===== src/rtl/dmem_ctrl_if.sv =====
// Request/response bus between an initiator and the dmem_ctrl data memory.
// The initiator drives a request strobe with its command fields; the memory
// answers with ready (idle), a one-cycle ack, load data and an error flag.
interface dmem_ctrl_if;
    logic        req;
    logic        we;
    logic [31:0] addr;
    logic [31:0] wdata;
    logic [3:0]  be;
    logic        ready;
    logic        ack;
    logic [31:0] rdata;
    logic        err;

    modport master (
        output req, we, addr, wdata, be,
        input  ready, ack, rdata, err
    );

    modport slave (
        input  req, we, addr, wdata, be,
        output ready, ack, rdata, err
    );
endinterface


===== src/rtl/dmem_ctrl.sv =====
// Word-organised data memory with a fixed-latency request/ack handshake.
// A request is taken only in IDLE; valid accesses respond WAIT cycles later,
// misaligned or out-of-range ones are rejected immediately with err=1.
// Stores honour byte enables; loads return the full word.
module dmem_ctrl #(
    parameter int DEPTH = 64,
    parameter int WAIT  = 2
) (
    input  logic     clk,
    input  logic     rst,
    dmem_ctrl_if.slave bus
);

    localparam int AW = (DEPTH > 1) ? $clog2(DEPTH) : 1;

    typedef enum logic [1:0] {
        S_IDLE,
        S_WAIT,
        S_RESP
    } state_t;

    state_t          state_reg, state_next;
    logic [3:0]      cnt_reg, cnt_next;
    logic            we_reg;
    logic [AW-1:0]   idx_reg;
    logic [31:0]     wdata_reg;
    logic [3:0]      be_reg;
    logic            err_reg;
    logic [31:0]     rdata_reg;

    // Storage is not touched by reset; it starts out as all zeros.
    logic [31:0]     mem [DEPTH] = '{default: '0};

    logic            accept;
    logic            addr_bad;
    logic            commit;
    logic            acc_we;
    logic [AW-1:0]   acc_idx;
    logic [31:0]     acc_wdata;
    logic [3:0]      acc_be;
    logic [3:0]      lane_we;

    assign accept   = (state_reg == S_IDLE) && bus.req;
    assign addr_bad = (bus.addr[1:0] != 2'b00) || (bus.addr[31:2] >= 30'(DEPTH));

    // With WAIT=0 the access happens on the accepting edge itself, before the
    // command registers are loaded, so take the live bus fields in IDLE.
    always_comb begin
        if (state_reg == S_IDLE) begin
            acc_we    = bus.we;
            acc_idx   = bus.addr[AW+1:2];
            acc_wdata = bus.wdata;
            acc_be    = bus.be;
        end else begin
            acc_we    = we_reg;
            acc_idx   = idx_reg;
            acc_wdata = wdata_reg;
            acc_be    = be_reg;
        end
    end

    // Next-state, counter and commit decision.
    always_comb begin
        state_next = state_reg;
        cnt_next   = cnt_reg;
        commit     = 1'b0;
        case (state_reg)
            S_IDLE: begin
                if (bus.req) begin
                    if (addr_bad) begin
                        state_next = S_RESP;
                    end else if (WAIT == 0) begin
                        state_next = S_RESP;
                        commit     = 1'b1;
                    end else begin
                        state_next = S_WAIT;
                        cnt_next   = 4'(WAIT);
                    end
                end
            end
            S_WAIT: begin
                if (cnt_reg <= 4'd1) begin
                    state_next = S_RESP;
                    cnt_next   = 4'd0;
                    commit     = 1'b1;
                end else begin
                    cnt_next   = cnt_reg - 4'd1;
                end
            end
            S_RESP: begin
                state_next = S_IDLE;
            end
            default: begin
                state_next = S_IDLE;
                cnt_next   = 4'd0;
            end
        endcase
    end

    assign bus.ready = (state_reg == S_IDLE);
    assign bus.ack   = (state_reg == S_RESP);
    assign bus.err   = (state_reg == S_RESP) && err_reg;
    assign bus.rdata = rdata_reg;

    // State, counter and latched command; reset wins over everything.
    always_ff @(posedge clk) begin
        if (rst) begin
            state_reg <= S_IDLE;
            cnt_reg   <= 4'd0;
            err_reg   <= 1'b0;
            we_reg    <= 1'b0;
            idx_reg   <= '0;
            wdata_reg <= '0;
            be_reg    <= '0;
        end else begin
            state_reg <= state_next;
            cnt_reg   <= cnt_next;
            if (accept) begin
                we_reg    <= bus.we;
                idx_reg   <= bus.addr[AW+1:2];
                wdata_reg <= bus.wdata;
                be_reg    <= bus.be;
                err_reg   <= addr_bad;
            end
        end
    end

    // Per-lane write strobes; a reset on the commit edge suppresses the store.
    generate
        for (genvar gi = 0; gi < 4; gi++) begin : g_lane
            assign lane_we[gi] = !rst && commit && acc_we && acc_be[gi];
        end
    endgenerate

    // Byte-enabled memory write.
    always_ff @(posedge clk) begin
        for (int i = 0; i < 4; i++) begin
            if (lane_we[i]) begin
                mem[acc_idx][8*i +: 8] <= acc_wdata[8*i +: 8];
            end
        end
    end

    // Registered load data: captured on a load commit, cleared on reject,
    // otherwise held (stores leave it alone).
    always_ff @(posedge clk) begin
        if (rst) begin
            rdata_reg <= '0;
        end else if (accept && addr_bad) begin
            rdata_reg <= '0;
        end else if (commit && !acc_we) begin
            rdata_reg <= mem[acc_idx];
        end
    end

endmodule


===== src/flat_wrapper.sv =====
// flat-port wrapper written by rule: the top's interface ports become plain ports
module dmem_ctrl_flat 
#(
    parameter int DEPTH = 64,
    parameter int WAIT  = 2
)
  (clk, rst, bus_req, bus_we, bus_addr, bus_wdata, bus_be, bus_ready, bus_ack, bus_rdata, bus_err);
  dmem_ctrl_if bus_i ();
  input  logic clk;
  input  logic rst;
  input wire logic [$bits(bus_i.req)-1:0] bus_req;
  input wire logic [$bits(bus_i.we)-1:0] bus_we;
  input wire logic [$bits(bus_i.addr)-1:0] bus_addr;
  input wire logic [$bits(bus_i.wdata)-1:0] bus_wdata;
  input wire logic [$bits(bus_i.be)-1:0] bus_be;
  output wire logic [$bits(bus_i.ready)-1:0] bus_ready;
  output wire logic [$bits(bus_i.ack)-1:0] bus_ack;
  output wire logic [$bits(bus_i.rdata)-1:0] bus_rdata;
  output wire logic [$bits(bus_i.err)-1:0] bus_err;
  assign bus_i.req = bus_req;
  assign bus_i.we = bus_we;
  assign bus_i.addr = bus_addr;
  assign bus_i.wdata = bus_wdata;
  assign bus_i.be = bus_be;
  assign bus_ready = bus_i.ready;
  assign bus_ack = bus_i.ack;
  assign bus_rdata = bus_i.rdata;
  assign bus_err = bus_i.err;
  dmem_ctrl #(.DEPTH(DEPTH), .WAIT(WAIT)) u_core (.clk(clk), .rst(rst), .bus(bus_i));
endmodule

===== config.mk =====
export PLATFORM = sky130hd
export DESIGN_NAME = dmem_ctrl_flat
export DESIGN_NICKNAME = d
export VERILOG_FILES = /design/src/rtl/dmem_ctrl_if.sv /design/src/rtl/dmem_ctrl.sv /design/src/flat_wrapper.sv
export SDC_FILE = /design/constraint.sdc
export NUM_CORES = 2
export LEC_CHECK = 0
export CAP_MARGIN = 20
export CORE_ASPECT_RATIO = 0.5
export CORE_MARGIN = 10
export CORE_UTILIZATION = 55
export CTS_BUF_LIST = sky130_fd_sc_hd__clkbuf_16
export DETAILED_ROUTE_END_ITERATION = 16
export PLACE_DENSITY = 0.79
export SLEW_MARGIN = 20
export SYNTH_ARGS = -nofsm -noshare
export SYNTH_HDL_FRONTEND = slang
export SYNTH_SLANG_ARGS = --single-unit

===== constraint.sdc =====
create_clock -name clk -period 8.5 [get_ports clk]
set_input_delay 1.275 -clock clk [delete_from_list [all_inputs] [get_ports clk]]
set_output_delay 1.275 -clock clk [all_outputs]
set_load 0.03 [all_outputs]

==> flow_summary.toml <==
[cells_and_area]
final_common_cell = "edfxtp_1"
largest_register_ffs = 2048
final_area_um2 = 90700
layout-drive-gt1-share_pct = 7.60
final_cells = 7503
syn2layout_area_growth_pct = 10.9
final_cell_mix = "edfxtp_1, nand2_1, mux2i_1"
finalNetCount = 5455

[drt]
drt_first_pass_iters = 7
vias = 51600
drtAntennaViolNets = 0
wl_per_cell_um = 30.5
routed_wl_um = 228000
drc = 0
vias_per_cell = 6.87
drtIter0Drc = 9320

[synthesis]
synth_compound_area_share_pct = 8.99
async_flop_share_pct = 0
synthXorXnorAreaFrac_pct = 0
syn-num-nets = 5397
synth_top_flop_cell = "edfxtp_1"
synthAdderAreaFrac_pct = 0.0306
synth_seq_cells = 2130
netlist_instances = 5323
yosysSeqAreaShare_pct = 77.1
synth_top_family_by_area = "compound AO/OA/AOI/OAI gates"
synth_warnings = 0
synthSimpleGateAreaFrac_pct = 6.00
synth.distinct_cells = 67
synth_edf_count = 2048
syn-mean-instance-area_um2 = 15.4
synth_mux_area_share_pct = 6.00
syn_area_um2 = 81800

[timing]
worst_pin_slew_ns = 1.20
fin_crit_sh_pct = 59.2
relSlewSlack_pct = 19.6
skew_ns = 0.0404
clock.fmax_mhz = 199
hold_viol = 0
setup_violations = 0
fin_ws_ns = 3.47
rsz0062_at_grt = "no"
fin_crit_ns = 5.03
fin_tns_setup_ns = 0
drv_slew = 0

[clocking]
cts_resized = 0
cts.path.max_buffers = 3
cts_setup_buffers = 0
clkSinkCount = 2130
path_clk_slew_ns = 0.07
clk_latency_ns = 0.83
htree_levels = 4
holdBufCountCts = 0
cts-root-buf = "clkbuf_16"
numCtsBuffers = 177
cts_tree = "done"

[placement]
hpwl_um = 132000
dp_slack_ns = 2.86
portBuffers = 106
place_congestion = 0.886
placed_cell_area_um2 = 85200
dpl.cell_count = 7170

[status]
status = "finished clean"

[power_and_ir_drop]
power_leakage_nw = 29.4
power_density_nw_per_um2 = 230
p_sw_mw = 4.77
clkPwrFrac_pct = 37.7
seqPwrFrac_pct = 55.6
peakVddDrop_v = 0.000231
p_comb_share_pct = 6.7
switching_share_pct = 22.9
p_int_mw = 16.1

[setup_path]
path_max_fanout = 76
cp.arrival_ns = 5.71
r2r-start = "u_core.state_reg[1]$_SDFFE_PP0P_"
slowest_stage = "or3b_1"
crit_required_ns = 9.18
cp.buffers_inverters = 3
criticalPathCategory = "input port to flip-flop"
cp-end-kind = "flip-flop"
crit_top_cell = "buf_12"
critPathLaunchType = "input port"
worstPathCellList = "clkdlybuf4s50_1 > or3b_1 > nand2_4 > buf_12 > buf_12 > mux2i_1 > o22ai_1 > o21ai_0 > nand4_1 > nor4_1 > a31oi_1"
critPathLaunch = "bus_addr[2]"
max_stage_delay_ns = 0.61
crit_family = "simple AND/OR/NAND/NOR gates"

[global_route]
grt_first_pass_wirelength_um = 331000
antenna_found_initial = 21
grt_max_degree = 120
grt_pass1_vias = 49900
grt.overflow.total = 0
grt.total_usage_pct = 26.7

[floorplanning]
die_h_um = 293
design.core.area_um2 = 147000
rows = 99
io_pins = 107
die_w_um = 566
start_util_pct = 55.8
die_area_um2 = 166000

[hold_path]
hp-start = "u_core.wdata_reg[0]$_SDFFE_PP0P_"
hp-class = "flip-flop to flip-flop"

[flow_run]
drv_cap = 0
## cell usage after synthesis, types with 5 or more instances
cell type | count | area share [%]
a21oi_1 | 293 | 1.8
buf_4 | 21 | 0.19
nor3_1 | 19 | 0.12
or4_1 | 6 | 0.055
a31oi_1 | 53 | 0.41
buf_2 | 92 | 0.56
a222oi_1 | 14 | 0.17
buf_1 | 66 | 0.30
o22ai_1 | 244 | 1.9
dfxtp_1 | 82 | 2.0
and4_1 | 5 | 0.054
o21a_1 | 9 | 0.083
clkbuf_1 | 150 | 0.69
nor4_1 | 48 | 0.37
a221o_1 | 8 | 0.098
a2111oi_0 | 6 | 0.064
a211oi_1 | 5 | 0.046
o211ai_1 | 6 | 0.055
mux2i_1 | 485 | 5.9
a221oi_1 | 57 | 0.61
mux2_2 | 5 | 0.069
nor2_1 | 311 | 1.4
nand2_1 | 697 | 3.2
nand4_1 | 33 | 0.25
nand3_1 | 26 | 0.16
o21ai_0 | 232 | 1.4
o221ai_1 | 11 | 0.12
a22o_1 | 53 | 0.57
a22oi_1 | 149 | 1.4
edfxtp_1 | 2048 | 75
and2_1 | 6 | 0.046
and3_1 | 11 | 0.084
inv_1 | 5 | 0.023
a41o_1 | 6 | 0.073
nand2b_1 | 6 | 0.046
## worst reg2reg max path, delay by kind of cell, from the launching register on
kind            cells  cell delay [ns]
compound gates      5             2.23
buf+inv             3             1.52
simple gates        2             0.63
flops               1             0.44
## path summary, 6_finish.rpt
path	to	slack (ns)	cells after the start
max	u_core.bus.rdata[29]$_SDFFE_PP0P_	3.47	11
max reg2reg	u_core.bus.rdata[9]$_SDFFE_PP0P_	3.51	10
min	u_core.wdata_reg[0]$_SDFFE_PP0P_	0.46	2
min reg2reg	u_core.wdata_reg[0]$_SDFFE_PP0P_	0.46	2
## logic make-up (layout without fill, tap and decap cells)
logic type,count (synthesis),count (layout)
AND/OR/NAND/NOR,1191,1191
other,0,7
AO/OA/AOI/OAI,1171,1171
adder cells (fa/ha/maj),2,2
multiplexers,490,490
buffers and inverters,339,543
flip-flops,2130,2130
## stage by stage
stage / util, % / hold WS [ns] / power, mW
floorplan: - / 0.437 / 12.6
global placement: 58.0 / 0.441 / 13.1
detailed placement: 58.0 / 0.447 / 13.2
CTS: 61.8 / 0.456 / 20.8
global route: 61.8 / 0.471 / 21.3
finish: 61.8 / 0.456 / 20.8
## power groups by stage
stage | Sequential, mW | Clock, mW | Combinational (mW)
finish | 11.6 | 7.85 | 1.39
global route | 11.6 | 8.24 | 1.44
CTS | 11.6 | 7.82 | 1.34
detailed placement | 11.8 | 0 | 1.33
global placement | 11.8 | 0 | 1.28
floorplan | 11.8 | 0 | 0.786
## cell type report
class	count	area [um2]
fill	9868	56000
antenna	7	17.5
clock buffer	177	4430
multi-input combinational	2854	17500
inverter	6	22.5
tap	1969	2460
clock inverter	148	1050
sequential	2130	63100
timing repair buffer	212	2080
## routing by layer
layer	routed length [um]	vias to the layer above	GRT usage, %
met3	37100	817	9.16
met2	100000	4740	39.7
met1	79800	25200	35.9
met4	10900	24	11.7
li1	-	20800	-
met5	274	-	0
Power figures use the tool's default switching activity.
